==> src/rtl/pipe_stage_reg_pkg.sv <==
// Shared pipeline-control definitions: stall encoding, stall bus width and per-cycle stage actions.
package pipe_stage_reg_pkg;

  localparam logic STOP        = 1'b1;
  localparam logic NO_STOP     = 1'b0;
  localparam int   STALL_BUS_W = 8;

  typedef enum logic [2:0] {
    ACT_RESET,
    ACT_FLUSH,
    ACT_BUBBLE,
    ACT_ADV,
    ACT_HOLD
  } stage_act_e;

endpackage

==> src/rtl/pipe_stage_perf_cnt.sv <==
// Saturating advance/hold/bubble/flush event counters; counts land one cycle after the event.
module pipe_stage_perf_cnt
  import pipe_stage_reg_pkg::*;
#(
  parameter int CNT_W = 32
) (
  input  logic             clk,
  input  logic             rst,
  input  stage_act_e       act,
  output logic [CNT_W-1:0] cnt_adv,
  output logic [CNT_W-1:0] cnt_hold,
  output logic [CNT_W-1:0] cnt_bubble,
  output logic [CNT_W-1:0] cnt_flush
);

  logic [3:0]            inc;
  logic [CNT_W-1:0]      cnt_d [4];
  logic [CNT_W-1:0]      cnt_q [4];

  assign inc = {act == ACT_FLUSH, act == ACT_BUBBLE, act == ACT_HOLD, act == ACT_ADV};

  always_comb begin
    for (int i = 0; i < 4; i++) begin
      cnt_d[i] = cnt_q[i];
      if (rst) begin
        cnt_d[i] = '0;
      end else if (inc[i] && (cnt_q[i] != {CNT_W{1'b1}})) begin
        cnt_d[i] = cnt_q[i] + 1'b1;
      end
    end
  end

  always_ff @(posedge clk) begin
    for (int i = 0; i < 4; i++) begin
      cnt_q[i] <= cnt_d[i];
    end
  end

  assign cnt_adv    = cnt_q[0];
  assign cnt_hold   = cnt_q[1];
  assign cnt_bubble = cnt_q[2];
  assign cnt_flush  = cnt_q[3];

endmodule

==> src/rtl/pipe_stage_reg.sv <==
// Multi-lane inter-stage register with stall/flush/kill and optional lane compaction; 1-cycle latency.
// Event counters exist only when PIPE_STAGE_PERF_EN is defined, otherwise the counter ports read 0.
module pipe_stage_reg
  import pipe_stage_reg_pkg::*;
#(
  parameter int WIDTH   = 64,
  parameter int LANES   = 2,
  parameter int STALL_W = STALL_BUS_W,
  parameter int STAGE   = 6,
  parameter int COMPACT = 1,
  parameter int CNT_W   = 32
) (
  input  logic                   clk,
  input  logic                   rst,
  input  logic                   flush,
  input  logic [STALL_W-1:0]     stall,
  input  logic [LANES-1:0]       in_valid,
  input  logic [LANES*WIDTH-1:0] in_data,
  input  logic [LANES-1:0]       kill_mask,
  output logic [LANES-1:0]       out_valid,
  output logic [LANES*WIDTH-1:0] out_data,
  output logic [CNT_W-1:0]       cnt_adv,
  output logic [CNT_W-1:0]       cnt_hold,
  output logic [CNT_W-1:0]       cnt_bubble,
  output logic [CNT_W-1:0]       cnt_flush
);

  logic                   s, n;
  logic                   unused_stall;
  stage_act_e             act;
  logic [LANES-1:0]       v, pack_v, cap_v;
  logic [LANES*WIDTH-1:0] masked_dat, pack_dat, cap_dat;
  logic [LANES-1:0]       valid_d, valid_q;
  logic [LANES*WIDTH-1:0] data_d, data_q;

  assign s            = stall[STAGE];
  assign n            = stall[STAGE+1];
  assign unused_stall = ^stall;
  assign v            = in_valid & ~kill_mask;

  // Killed and invalid lanes are zeroed before packing so no stale payload survives.
  always_comb begin
    int unsigned k;
    masked_dat = '0;
    pack_dat   = '0;
    pack_v     = '0;
    k          = 0;
    for (int i = 0; i < LANES; i++) begin
      if (v[i]) begin
        masked_dat[i*WIDTH +: WIDTH] = in_data[i*WIDTH +: WIDTH];
        pack_dat[k*WIDTH +: WIDTH]   = in_data[i*WIDTH +: WIDTH];
        pack_v[k]                    = 1'b1;
        k                            = k + 1;
      end
    end
  end

  assign cap_v   = (COMPACT != 0) ? pack_v   : v;
  assign cap_dat = (COMPACT != 0) ? pack_dat : masked_dat;

  always_comb begin
    if (rst)                              act = ACT_RESET;
    else if (flush)                       act = ACT_FLUSH;
    else if (s == STOP && n == NO_STOP)   act = ACT_BUBBLE;
    else if (s == NO_STOP)                act = ACT_ADV;
    else                                  act = ACT_HOLD;
  end

  always_comb begin
    valid_d = valid_q;
    data_d  = data_q;
    case (act)
      ACT_ADV: begin
        valid_d = cap_v;
        data_d  = cap_dat;
      end
      ACT_HOLD: begin
        valid_d = valid_q;
        data_d  = data_q;
      end
      default: begin
        valid_d = '0;
        data_d  = '0;
      end
    endcase
  end

  always_ff @(posedge clk) begin
    valid_q <= valid_d;
    data_q  <= data_d;
  end

  assign out_valid = valid_q;
  assign out_data  = data_q;

`ifdef PIPE_STAGE_PERF_EN
  pipe_stage_perf_cnt #(.CNT_W(CNT_W)) u_perf (
    .clk        (clk),
    .rst        (rst),
    .act        (act),
    .cnt_adv    (cnt_adv),
    .cnt_hold   (cnt_hold),
    .cnt_bubble (cnt_bubble),
    .cnt_flush  (cnt_flush)
  );
`else
  assign cnt_adv    = '0;
  assign cnt_hold   = '0;
  assign cnt_bubble = '0;
  assign cnt_flush  = '0;
`endif

endmodule

==> config.mk <==
export PLATFORM = sky130hd
export DESIGN_NAME = pipe_stage_reg
export DESIGN_NICKNAME = d
export VERILOG_FILES = /design/src/rtl/pipe_stage_reg_pkg.sv /design/src/rtl/pipe_stage_perf_cnt.sv /design/src/rtl/pipe_stage_reg.sv
export SDC_FILE = /design/constraint.sdc
export NUM_CORES = 1
export LEC_CHECK = 0
export ABC_AREA = 1
export BUFFER_PORTS_ARGS = -buffer_cell sky130_fd_sc_hd__buf_2
export CORE_AREA = 5 5 151 153
export DETAILED_ROUTE_END_ITERATION = 10
export DIE_AREA = 0 0 156 158
export GPL_TIMING_DRIVEN = 0
export PLACE_DENSITY = 0.73
export SETUP_SLACK_MARGIN = 0.2
export SYNTH_ARGS = -nofsm -noshare
export SYNTH_HDL_FRONTEND = slang
export SYNTH_SLANG_ARGS = --single-unit
==> constraint.sdc <==
create_clock -name clk -period 5.4 [get_ports clk]
set_input_delay 1.08 -clock clk [delete_from_list [all_inputs] [get_ports clk]]
set_output_delay 1.08 -clock clk [all_outputs]
set_load 0.02 [all_outputs]
# After elaboration in Yosys (flattened, before gate mapping)
# Index checks and enable logic that the tools add are counted.
# op_classes
bitwise	4
n_eq_ne	2
n_reduce_logical	2
muxes	14
shift	2
n_lt_le_gt_ge	2
add_sub_neg	1
# ops
cell	count
$pmux 128 s2	1
$bwmux 128	1
$mux 128	1
$shift 64x34->128 const A	1
$shiftx 64x34->128	1
$mux 64	1
$neg 32->34	1
$ge 32x1->1 const B	1
$lt 32x2->1 const B	1
$mux 3	4
$pmux 2 s2	1
$eq 3x2->1 const B	1
$eq 3x3->1 const B	1
$mux 1	3
$and 2x2->2	1
$logic_and 1x1->1	2
$mux 2	1
$not 2->2	1
$or 1x2->2	1
$demux 1 s1	1
$not 1->1	1
# totals
ff_bits	130
out_inout_bits	258
in_bits	143

# Depth between registers and ports, before layout
# logic_depth
ltp_word	10
depth_mapped	7
depth_no_buf	5

# Worst setup path before layout
# Ideal clock, no wire load.
# synth_path
path_type	input to register
from	input flush
to	register data_q[0] (netlist: out_data[0]), enable pin
path_slack_ns	-0.191
t_arrival_ns	4.127
path_stages	2
n_path_buf	0
cell_sequence	nor2_1 -> nand3_1
# synth_between
elab_chain_cells	3
# synth_rtl
element	line	source
from (decl)	pipe_stage_reg.sv:15	input logic flush,
$mux 3	pipe_stage_reg.sv:63	else if (flush) act = ACT_FLUSH;
$mux 3	pipe_stage_reg.sv:62	if (rst) act = ACT_RESET;
$eq 3x3->1	pipe_stage_reg.sv:72	case (act)
to (signal assigned)	pipe_stage_reg.sv:90	data_q <= data_d;
to (decl)	pipe_stage_reg.sv:34	logic [LANES*WIDTH-1:0] data_d, data_q;
# Every way passes these cells.
# A chain may end at the register's enable or synchronous reset.

# Final worst setup path
# layout_path
from	input flush
to	register data_q[9] (netlist: out_data[9]) (data pin)
# layout_between
elab_chain_cells	4
word_cells_on_any_way	5
cone_classes	eq/ne (2); mux (3)
# layout_rtl
element	line
$mux 3 (*)	pipe_stage_reg.sv:63
$mux 3 (*)	pipe_stage_reg.sv:62
$eq 3x3->1 or $eq 3x2->1 (tied branches)	pipe_stage_reg.sv:72
$pmux 128 s2 (*)	pipe_stage_reg.sv:72
# Mark *: on every way between the ends. The rest lies on a longest branch, timed or not.

==> reports/qor.yml <==
global_routing:
  grt_first_pass_wirelength_um: 28200
  grt_busiest_layer: "met2"
  grt_pass1_vias: 5409
  overflow: 0
  use_met2: 0.268
  grt_max_degree: 56
  grtUsageTotal: 0.149
  antenna_found_initial: 0
  met1_usage: 0.169
  use_met3: 0.0355
placement:
  post_dp_cell_area_um2: 8660
  dp_cells: 1303
  gp_congestion: 0.843
  portBuffers: 266
  dp_hpwl_um: 15200
synth:
  syn_avg_cell_area_um2: 10.2
  ys_warn_count: 0
  synth-seq-cells: 130
  synth_area_leaders: "edfxtp_1 (61%), buf_4 (16%), nand2_1 (9.7%)"
  yosysTopAreaCell: "edfxtp_1"
  async_reset_ff_frac: 0
  netlist.area_leader.share: 0.607
  synth_cell_types: 14
  ys.flop_type: "edfxtp_1"
  yosysSeqAreaShare: 0.607
  synth-edff-count: 130
  syn_inst: 628
  netlist_area_um2: 6430
  synth.most_common_cell: "nand2_1"
  synth_common_cells: "nand2_1 (167), buf_4 (135), edfxtp_1 (130), nand3_1 (66), nor2_1 (65)"
die:
  num_rows: 54
  initial_utilization: 0.300
  die_h_um: 158
  die_w_um: 156
  die_area_um2: 24600
  coreArea_um2: 21400
  io-pin-count: 401
sta:
  final_max_slew_viol_count: 0
  tns_ns: 0
  timing.final.crit_share: 0.403
  max_freq_mhz: 460
  rsz0062_at_grt: "false"
  finalHoldViolations: 0
  period_needed_ns: 2.17
  finalSetupViolations: 0
power_and_ir_drop:
  leakagePower_nw: 5.23
  p_clk_frac: 0.436
  total_switching_power_mw: 0.689
  peakVddDrop_v: 0.000138
  p_sw_frac: 0.256
  seq_power_share: 0.427
  power_per_cell_area_nw_per_um2: 290
  intPower_mw: 2.00
  power_frac_comb: 0.137
  total_power_mw: 2.69
cells_and_area:
  fin_cells: 1334
  final.fill_count: 2067
  nNetsFinal: 1185
  final_util: 0.432
  diodes: 0
  finalInstanceArea_um2: 9250
  area_growth_pct: 43.8
  drive_gt1_frac: 0.437
flow_run:
  maxCapViolations: 0
clocking:
  cts_made_buffers: 17
  clock-root-buffer: "clkbuf_16"
  cts_buffer_depth: 2
  post_cts_buffers: 0
  clkSinkCount: 130
  cts_hold_buffers: 0
  cts_tree: "done"
  ctsResizeCount: 0
  cts_max_level: 4
  path_clk_slew_ns: 0.06
worst_setup_path:
  cpLargestDelayFamily: "simple AND/OR/NAND/NOR gates"
  cp_slowest_cell: "nor2_4"
  critPathMostFrequentCell: "nand2_1"
  critPathCapture: "out_data[9]"
  crit_path_start_kind: "input port"
  critPathKind: "in -> reg"
  cp.depth: 7
  max_stage_delay_ns: 0.35
  crit_path_start: "flush"
  critPathCaptureType: "flop"
  critPathArrivalTime_ns: 2.43
  crit_chain: "buf_2, nor2_1, nand2_1, nor2_4, buf_4, nand2_1, nand2_1"
  cp.required_ns: 5.66
  crit_buf_inv: 2
  critPathMaxFanout: 10
hold_path:
  hp-class: "in -> reg"
routing:
  avgViaCountPerCell: 4.04
  dr_total_vias: 5391
  dr.pass1.iters: 5
  finalWirelength_um: 19500
  drc: 0
  drt_iter0_drc: 289
  avgRoutedWirePerCell_um: 14.7
  detail-route-antenna-nets: 0
outcome:
  status: "complete, no violations"
-- power groups by stage --
stage	Sequential, mW	Combinational [mW]	Clock (mW)
after floorplan	1.22	0.196	0
after global placement	1.17	0.358	0
after detailed placement	1.17	0.363	0
after CTS	1.15	0.364	1.18
after global routing	1.15	0.397	1.23
final	1.15	0.368	1.17
-- how the worst min path moves through the flow --
| stage | startpoint | endpoint | slack (ns) | cells after the start |
|---|---|---|---|---|
| floorplan | in_data[0] | out_data[0] | 1.27 | 2 |
| global placement | in_data[62] | out_data[62] | 1.35 | 3 |
| detailed placement | in_data[26] | out_data[26] | 1.35 | 3 |
| CTS | in_data[17] | out_data[17] | 0.92 | 3 |
| global route | in_data[17] | out_data[17] | 0.92 | 3 |
| finish | in_data[6] | out_data[6] | 0.93 | 3 |
-- state kept, by name, indices dropped and copies added, names as in the netlist --
| name | flops |
|---|---|
| out_data | 128 |
| out_valid | 2 |
-- layout by cell type (no fill, tap or decap) --
master and instances:
nor2_1 65, clkinv_2 2, clkinv_4 3, conb_1 128
inv_2 2, nand3_1 65, nand2_2 1, a21oi_1 1
nand2_1 167, buf_16 2, nand3_4 1, nor2_2 1
nor2_4 1, inv_1 35, nor2_8 2, buf_4 135
bufinv_16 3, edfxtp_1 130, buf_2 287, clkinv_1 2
clkbuf_16 17, clkinvlp_4 3, inv_6 1
-- per-stage QoR --
stage	setup WS (ns)	hold WS [ns]
3_5_place_dp	2.74	1.35
6_report	3.23	0.932
4_1_cts	3.18	0.919
5_1_grt	3.10	0.922
2_1_floorplan	1.49	1.27
3_3_place_gp	0.259	1.35
-- layer usage --
metal | part of all wire | vias up
met5 | 0 | -
met3 | 0.083 | 34
li1 | - | 2613
met1 | 0.38 | 2420
met2 | 0.51 | 324
met4 | 0.028 | 0
-- cell families after synthesis --
kind of cell / share of synthesized area
AOI/OAI and AO/OA: 0.000777
other: 0.000583
DFF: 0.607
buffers and inverters: 0.195
and+or+nand+nor: 0.197
-- layout make-up --
type                            instances  area (um2)  area share
Inverter                               37         139      0.0150
Buffer                                156        1120       0.121
Multi-Input combinational cell        432        1760       0.191
Timing Repair Buffer                  268        1390       0.150
Clock buffer                           17         425      0.0460
Sequential cell                       130        3900       0.422
Clock inverter                         14         165      0.0179
Tap cell                              280         350      0.0379
(Power assumes the default switching activity.)
